--- src/rtl/sign_extend_pipe.sv ---
// Registered immediate extender with a 2-entry output buffer.
// Optional macro: SEXT_BRANCH_SHIFT_EN enables mode 11 branch-offset form.
module sign_extend_pipe #(
   parameter int IN_W  = 16,
   parameter int OUT_W = 32
) (
   input  logic             clk_i,
   input  logic             rst_i,
   input  logic             valid_i,
   output logic             ready_o,
   input  logic [1:0]       mode_i,
   input  logic [IN_W-1:0]  data_i,
   output logic             valid_o,
   input  logic             ready_i,
   output logic [OUT_W-1:0] data_o,
   output logic             err_o
);

   localparam int PAD = OUT_W - IN_W;

   typedef enum logic [1:0] {
      EMPTY = 2'd0,
      ONE   = 2'd1,
      FULL  = 2'd2
   } state_t;

   state_t           state;
   logic [OUT_W-1:0] head;
   logic [OUT_W-1:0] tail;
   logic [OUT_W-1:0] sext;
   logic [OUT_W-1:0] zext;
   logic [OUT_W-1:0] ext;
   logic             bad_mode;
   logic             push;
   logic             pop;

   assign sext = OUT_W'($signed(data_i));
   assign zext = OUT_W'(data_i);

   // Select the extension form; equal widths collapse to pass-through.
   always_comb begin
      ext      = sext;
      bad_mode = 1'b0;
      case (mode_i)
         2'b00: ext = sext;
         2'b01: ext = zext;
         2'b10: ext = zext << PAD;
         default: begin
`ifdef SEXT_BRANCH_SHIFT_EN
            ext = sext << 2;
`else
            ext      = sext;
            bad_mode = 1'b1;
`endif
         end
      endcase
      if (PAD == 0) ext = zext;
   end

   assign ready_o = (state != FULL) & rst_i;
   assign push    = valid_i & ready_o;
   assign pop     = valid_o & ready_i;
   assign data_o  = head;

   // Buffer occupancy FSM with registered head, tail and flags.
   always_ff @(posedge clk_i) begin
      if (!rst_i) begin
         state   <= EMPTY;
         head    <= '0;
         tail    <= '0;
         valid_o <= 1'b0;
         err_o   <= 1'b0;
      end else begin
         if (push & bad_mode) err_o <= 1'b1;
         unique case (state)
            EMPTY: begin
               if (push) begin
                  head    <= ext;
                  valid_o <= 1'b1;
                  state   <= ONE;
               end
            end
            ONE: begin
               if (push & pop) begin
                  head <= ext;
               end else if (push) begin
                  tail  <= ext;
                  state <= FULL;
               end else if (pop) begin
                  valid_o <= 1'b0;
                  state   <= EMPTY;
               end
            end
            FULL: begin
               if (pop) begin
                  head  <= tail;
                  state <= ONE;
               end
            end
            default: begin
               valid_o <= 1'b0;
               state   <= EMPTY;
            end
         endcase
      end
   end

endmodule
--- config.mk ---
export PLATFORM = sky130hd
export DESIGN_NAME = sign_extend_pipe
export DESIGN_NICKNAME = d
export VERILOG_FILES = /design/src/rtl/sign_extend_pipe.sv
export SDC_FILE = /design/constraint.sdc
export NUM_CORES = 1
export LEC_CHECK = 0
export ABC_AREA = 1
export ABC_CLOCK_PERIOD_IN_PS = 1500
export CAP_MARGIN = 20
export CORE_ASPECT_RATIO = 1.75
export CORE_MARGIN = 1
export CORE_UTILIZATION = 45
export CTS_CLUSTER_SIZE = 12
export DETAILED_ROUTE_END_ITERATION = 16
export DONT_BUFFER_PORTS = 1
export SLEW_MARGIN = 0
export SYNTH_ARGS = -nofsm -noshare
export SYNTH_HDL_FRONTEND = slang
export SYNTH_SLANG_ARGS = --single-unit
--- constraint.sdc ---
create_clock -name clk_i -period 1.5 [get_ports clk_i]
set_input_delay 0.225 -clock clk_i [delete_from_list [all_inputs] [get_ports clk_i]]
set_output_delay 0.225 -clock clk_i [all_outputs]
set_load 0.01 [all_outputs]
After elaboration in Yosys (flattened, before gate mapping)
Index checks and enable logic that the tools add are counted.
Operators by class
  bitwise logic cells: 7
  multiplexer cells: 17
  equality and inequality tests: 12
  reduce and logical (&&, ||, !) cells: 8
Operators with widths (number)
  32-bit 2-to-1 mux: 3
  32-bit case mux with 3 select lines: 1
  32-bit case mux with 2 select lines: 1
  2-bit != test, second input constant: 7
  2-bit 2-to-1 mux: 5
  4-bit AND reduction: 2
  2-bit case mux with 3 select lines: 1
  1-bit AND: 5
  1-bit 2-to-1 mux: 5
  5-bit AND reduction: 1
  2-bit by 1-bit equality test with 1-bit output, second input constant: 2
  2-bit equality test, second input constant: 2
  2-bit logical NOT: 2
  3-bit != test, second input constant: 1
  1-bit case mux with 3 select lines: 1
  3-bit AND reduction: 1
  3-bit nonzero test: 1
  3-bit OR reduction: 1
  1-bit NOT: 2
Storage, ports and cells
  bits of input ports: 22
  output and inout bits: 35
  word-level logic and storage cells: 49
  flip-flop bits (word level): 68

Depth between registers and ports, before layout
  word-level depth: 6
  gate-level depth with buffers: 11
  mapped depth without buffers: 10

Worst setup path before layout
No wires, ideal clock.
  path kind: in2reg
  start: in mode_i[0]
  end: reg tail[12]
  path slack: 0.039 ns
  data required time: 1.383 ns
  data arrival time: 1.344 ns
  cell stages on the path: 8
  library setup time: 0.117 ns
  buffers on the path: 2
  path through: inv_1 -> ha_1 -> inv_1 -> nand2_1 -> buf_2 -> buf_1 -> a21oi_1 -> nor2_1
Between the ends
  longest elaborated chain between the ends: 2
  elaborated cells on any way between the ends: 3
  those cells by class: eq/ne (2); mux (1)
RTL lines
  from (decl): line 11  | input logic [1:0] mode_i,
  2-bit equality test / 2-bit by 1-bit equality test with 1-bit output (equally long branches): line 44  | case (mode_i)
  32-bit case mux with 2 select lines *: line 44
  to (signal assigned): line 87  | tail <= ext;
  to (decl): line 29  | logic [OUT_W-1:0] tail;
Every way passes the cells marked *; elsewhere a longest branch is shown, timed or not.
A chain may end at the register's enable or synchronous reset.

Worst setup path in the final report
  start: reg state[1]
  end: reg head[27] (netlist: data_o[27])
Between the ends
  longest elaborated chain between the ends: 6
  elaborated cells on any way between the ends: 13
  those cells by class: eq/ne (6); mux (1); bitwise (3); reduce/logical (3)
RTL lines
  from (decl): line 27  | state_t state;
  from (signal assigned): line 68  | state <= EMPTY;
  from (signal assigned): line 80  | state <= ONE;
  from (signal assigned): line 88  | state <= FULL;
  2-bit != test: line 60  | assign ready_o = (state != FULL) & rst_i;
  1-bit AND: line 60
  1-bit AND: line 61  | assign push = valid_i & ready_o;
  1-bit AND: line 84  | if (push & pop) begin
  2-bit != test (no line)
  4-bit AND reduction (no line)
  to (signal assigned): line 78  | head <= ext;
  to (signal assigned): line 85  | head <= ext;
  to (signal assigned): line 96  | head <= tail;
  to (decl): line 28  | logic [OUT_W-1:0] head;
Parallel ways exist; a longest one is shown, timed or not.

==> reports/metrics.csv <==
metric,value,unit
maximum buffer depth of the clock tree,2,
gpl congestion,0.840,
least setup slack across all paths after layout,98.4,ps
Internal Dissipation,0.00356,W
setup total negative slack,0,ps
Finished Layout Cells,608,
antenna violations before repair,0,
number of instances in the synthesized netlist,522,
leftover overflow at the end of global routing,0,
synthesized area per cell,6.31,um^2
final total power,0.00486,W
die width,66.7,um
DPL Wire Length,5020,um
number of core rows,40,
portion of the clock cycle consumed by the worst path in the final layout,0.934,
die area,0.00768,mm^2
share of post-route cells with drive strength above 1,0.0840,
Setup crit end kind,register,
Slew HR,0.608,
P_sw,0.00130,W
Max Freq,0.713,GHz
CTS Hold Bufs,0,
source of the worst hold timing path,rst_i,
setup clock skew after layout,3.77,ps
status,completed,
WL final,7810,um
Post-Syn Area,0.00330,mm^2
Clock Tree Root,sky130_fd_sc_hd__clkbuf_16,
final count of pins violating max slew,0,
critical register-to-register path endpoint,data_o[27],
logic gate share of total power,0.142,
Die H,115,um
flip-flop and latch count after synthesis,68,
post-placement cell count,587,
power density of the placed cells,1270,mW/mm^2
Required @ worst endpoint,1770,ps
arrival time worst endpoint,1670,ps
class of the tightest hold or removal check,input port to register,
time the final worst path needs with I/O delays and setup,1400,ps
Area growth syn-to-layout,15.8,%
switch share,0.268,
core area,0.00696,mm^2
part of the total power dissipated in the clock network,0.431,
top area cells in the synthesized netlist,"sky130_fd_sc_hd__dfxtp_1 (41%), sky130_fd_sc_hd__nand2_1 (17%), sky130_fd_sc_hd__nor2_1 (13%)",
total of endpoints with negative setup slack in the final report,0,
area of the multi-input gates,0.00164,mm^2
cell count of the worst hold path,2,
area share of the largest cell type after synthesis,0.413,
antenna fix cells,0,
ANT nets after route,0,
Post-Syn Nets,547,
per-cell via count in the routed design,4.92,
Crit Path Category,register to register,
pin count of the biggest net entering global routing,69,
worst-case register-to-register setup slack,100,ps
global-route total usage across every layer,0.222,
Post-Place Setup Slack,22.9,ps
DRT iter0 DRCs,245,
"commonest non-fill, non-tap cell in the layout",sky130_fd_sc_hd__nand2_1,
clock tree from TritonCTS,built,
share of the yosys chip area belonging to registers,0.413,
insertion delay to the later sink of the worst-skew pair,330,ps
most frequent cells in the layout,"sky130_fd_sc_hd__nand2_1 (150), sky130_fd_sc_hd__nor2_1 (114), sky130_fd_sc_hd__dfxtp_1 (66)",
Final Net Count,544,
startpoint types,register,
post-detailed-route DRC marker count,0,
Vias,2990,
number of buffers created by CTS,9,
Hold EP,data_o[5],
global-route wire length before repair,12900,um
register area,0.00137,mm^2
number of port buffers,0,
number of sinks on the clock net,68,
number of maximum-capacitance violations,0,
# H-tree levels,3,
first drt pass iteration count,4,
via count of the first global-routing pass,2786,
maximum fanout along the worst path,30,
"Clk pin slew, worst setup/hold paths",50,ps
Worst R2R Path Depth,9,
yosys synthesis warning count,0,
leakage power summed over all cells,1.92,nW
share of power burned in registers,0.427,
IO Pins,57,
worst IR drop on VDD,0.895,mV
routed length per placed instance,12.8,um
final standard cell utilization of the core,0.548,
origin of the critical flop-to-flop path,state[1],
Worst-Margin Slew,588,ps
starting utilization of the core area,0.474,
cell taking the most area after synthesis,sky130_fd_sc_hd__dfxtp_1,
final count of hold timing violations,0,
Unique masters post-synth,23,
fill count,671,
==> how the worst max path moves through the flow <==
| stage | start | end | cells past startpoint |
|---|---|---|---|
| CTS | state[1] | ready_o | 5 |
| global placement | state[1] | tail[16] | 6 |
| global route | state[1] | data_o[27] | 9 |
| detailed placement | state[0] | data_o[15] | 6 |
| floorplan | mode_i[0] | tail[12] | 8 |
| finish | state[1] | data_o[27] | 9 |
==> per-stage QoR <==
| stage | hold slack (ps) | instance area (um^2) |
|---|---|---|
| after floorplan | 363 | 3300 |
| after global placement | 356 | 3420 |
| after detailed placement | 355 | 3420 |
| after CTS | 5.49 | 3780 |
| after global routing | 10.7 | 3810 |
| final | 9.61 | 3810 |
==> registers in the layout, summed over array words and instances, names as in the netlist <==
register and flops:
state 2, tail 32, err_o 1, valid_o 1, data_o 32
==> final cells by class <==
cell class / instances / share of cell area
repair buffers: 19 / 0.0636
clock inverters: 4 / 0.0128
flip-flops and latches: 68 / 0.358
multi-input cells: 379 / 0.431
inverters: 42 / 0.0426
well taps: 84 / 0.0276
clock buffers: 12 / 0.0646
==> cells by family after synthesis <==
kind of cell	synth area share
AND/OR/NAND/NOR	0.394
buffers and inverters	0.0900
flip-flops	0.413
AO/OA/AOI/OAI	0.0915
adder cells (fa/ha/maj)	0.0114
==> worst max-delay path, cell delays in order (launching register included) <==
cell and delay (ps):
sky130_fd_sc_hd__dfxtp_4 360, sky130_fd_sc_hd__buf_12 130, sky130_fd_sc_hd__nand2_4 150, sky130_fd_sc_hd__nand4_4 130, sky130_fd_sc_hd__nand2_2 90, sky130_fd_sc_hd__nand2_1 100, sky130_fd_sc_hd__buf_12 180, sky130_fd_sc_hd__nand2_1 60
sky130_fd_sc_hd__nand2_1 50, sky130_fd_sc_hd__nor2_1 90
==> power groups by stage <==
stage | clock, W | combinational (W) | sequential, W
after floorplan | 0 | 0.000526 | 0.00210
after global placement | 0 | 0.000647 | 0.00211
after detailed placement | 0 | 0.000657 | 0.00211
after CTS | 0.00213 | 0.000685 | 0.00208
after global routing | 0.00220 | 0.000792 | 0.00210
final | 0.00209 | 0.000688 | 0.00207
==> metal layers <==
layer | routed length, um | part of all wire | global-route usage | vias to the layer above
li1 | - | - | - | 1615
met1 | 3480 | 0.45 | 0.265 | 1316
met2 | 3880 | 0.50 | 0.365 | 52
met3 | 323 | 0.041 | 0.0605 | 7
met4 | 119 | 0.015 | 0.0965 | 0
met5 | 0 | 0 | 0 | -
==> repair_timing <==
action / CTS / global route
resized for setup: 5 / 2
endpoints found under the setup margin: 1 / 15
pin swaps: 2 / 1
gates cloned: 1 / 0
setup buffers: 2 / 2
endpoints found under the hold margin: 0 / 0
==> cells in the mapped netlist (all sizes together) <==
library cell,number
ha,3
a21oi,19
nand3,50
o211ai,1
a211oi,1
buf,15
nand2,152
o21ai,33
clkbuf,18
inv,42
nor2,116
o21bai,1
nand4,2
a21boi,1
dfxtp,68
(Power assumes the default switching activity.)
==> RTL change, RTL diff (config.mk and constraints unchanged) <==
Build with the macro `SEXT_BRANCH_SHIFT_EN` defined.
--- a/src/rtl/sign_extend_pipe.sv
+++ b/src/rtl/sign_extend_pipe.sv
@@ -1,4 +1,6 @@
 // Registered immediate extender with a 2-entry output buffer.
 // Optional macro: SEXT_BRANCH_SHIFT_EN enables mode 11 branch-offset form.
+`define SEXT_BRANCH_SHIFT_EN
+
 module sign_extend_pipe #(
    parameter int IN_W  = 16,
Formal check against the unedited RTL: not equivalent (a bounded check fails within 4 cycles, from zero or initial values and one cycle with rst_i low).
==> RTL change against the unedited design <==
- count of clock-buffer cells in the layout grew 1
- area after synthesis grew 1.6%
- sequential share of layout area shrank 0.72 points
- first-iteration DRC count shrank 34%
- total power grew 6.6%
- core utilization shrank 1.4 points
- design area grew 0.56%
- combinational power grew 61%
- via count grew 5.6%
- sequential cell count shrank 1
- clock skew shrank 0.00086 ns
- largest cell class unchanged
- setup slack lost 0.061 ns
- wire length grew 3.1%
- non-clock buffer count grew 4
==> RTL change: results (changes against the unedited design) <==
| Metric | Value |
|---|---|
| Post-Synthesis Cells | 535 (+2.5%) |
| Global Route Usage Sum | 21.04% (-1.1 points) |
| Post-DP HPWL | 5.400 mm (+7.5%) |
| Worst EP arrival | 1.69 ns (+0.02 ns) |
| Metal3 WL | 429 um (+33%) |
| Synthesized Nets | 557 (+1.8%) |
| Pre-Repair DR Iteration Count | 4 (unchanged) |
| Reg clk slew, reported paths | 0.05 ns (about the same) |
| Most frequent cell after synthesis | nand2_1 |
| Synth unique cells | 20 (-13%) |
| Port Buf Inserts | 0 (unchanged) |
| Hold Path Class | in2reg |
| Highest Signal Layer | met4 |
| Clk_lat worst skew | 0.33 ns (about the same) |
| Leak | 1.819 nW (-5.2%) |
| Leading cell types by count after synthesis | nand2_1, nor2_1, dfxtp_1, a21oi_1, nand3_1 |
| ANT cells | 0 (unchanged) |
| Vias/cell | 5.066 (+3.0%) |
| Dpl ws | -0.05320 ns (-0.07606 ns) |
| Worst Path Max Fanout | 15 (-50%) |
| Met2 wire length | 4.094 mm (+5.5%) |
| Root Buffer | clkbuf_16 |
| Synthesis Warnings | 0 (unchanged) |
| Largest net degree at the start of global routing | 67 (-2.9%) |
| Gpl congestion | 0.8069 (-3.9%) |
| Max-Cap Viols | 0 (unchanged) |
| Ys async rst share | 0% (unchanged) |
| Hold_buf cts | 0 (unchanged) |
| Total CTS buffers | 9 (unchanged) |
| Wire per inst | 12.93 um (+0.65%) |
| Placed Area | 3400 um^2 (-0.51%) |
| Vias in the first global route | 2794 (+0.29%) |
| Fin nets | 554 (+1.8%) |
| Worst Hold Depth | 2 (unchanged) |
| Register area share after synthesis | 40.04% (-1.3 points) |
| Bufs on Longest Clock Path | 2 (unchanged) |
| H-tree Lvls | 3 (unchanged) |
| Initial DRC count | 162 (-34%) |
| Antenna violations before repair | 0 (unchanged) |
| Placed cell count | 598 (+1.9%) |
| Status | finished clean |
| Share of cells above drive strength 1 | 9.683% (+1.3 points) |
| Synth top area cells | dfxtp_1, nand2_1, nor2_1 |
| Vias after detailed routing | 3156 (+5.6%) |
| Post-synth top flop | dfxtp_1 |
| VDD IR max | 794.0 uV (-11%) |
| M1 wire length | 3.342 mm (-4.0%) |
| Final Skew | 0.002906 ns (-0.0008598 ns) |
| Reg2Reg Depth | 6 (-3) |
| First-pass GRT wire length | 12.43 mm (-3.9%) |
==> RTL change: logic make-up after synthesis <==
family                 Yosys count  synth area share [%]
AOI/OAI and AO/OA               86                 13.37
buffers and inverters           77                 10.20
DFF                             67                 40.04
other                            1                0.1120
and+or+nand+nor                304                 36.27
==> RTL change: final cells by class <==
class	count	area, um^2
Sequential cell	67	1346
Timing Repair Buffer	23	242.7
Multi-Input combinational cell	392	1735
Clock inverter	3	15.01
Clock buffer	13	240.2
Tap cell	86	107.6
Inverter	39	148.9
Fill cell	756	3346
==> RTL change: repair_timing <==
item / 4_1_cts / 5_1_grt
cloned: 0 / 2
resized for setup: 5 / 20
pin swaps: 1 / 6
setup endpoints to repair: 33 / 33
buffers inserted: 0 / 7
==> RTL change: final timing paths <==
kind | end | slack [ns] | from
max | data_o[19] | 0.04 | state[0]
min | data_o[0] | 0.009 | rst_i
max reg2reg | data_o[19] | 0.04 | state[0]
min reg2reg | tail[12] | 0.45 | tail[12]
==> RTL change: report_power, final <==
group	total (mW)	internal, mW	switching (mW)
sequential	2.22	2.01	0.210
clock	1.84	1.11	0.729
combinational	1.11	0.457	0.654
total	5.17	3.58	1.59
==> RTL change: worst max-delay path: stages, from the launching register on <==
cell and delay (ns):
dfxtp_4 0.38, nand4_1 0.23, o21ai_4 0.30, buf_4 0.19, nand2_8 0.09, nor2_1 0.11
nor2_1 0.05
==> RTL change: layer usage <==
layer,GRT usage [%],vias up
met2,35.00,63
met3,6.641,14
met4,12.20,0
met5,0,-
li1,-,1678
met1,22.90,1401
==> RTL change: stage by stage <==
stage	util, %	power [mW]
4_1_cts	51.17	5.076
3_3_place_gp	47.33	3.169
2_1_floorplan	-	3.052
6_report	53.41	5.173
5_1_grt	53.41	5.470
3_5_place_dp	47.33	3.197
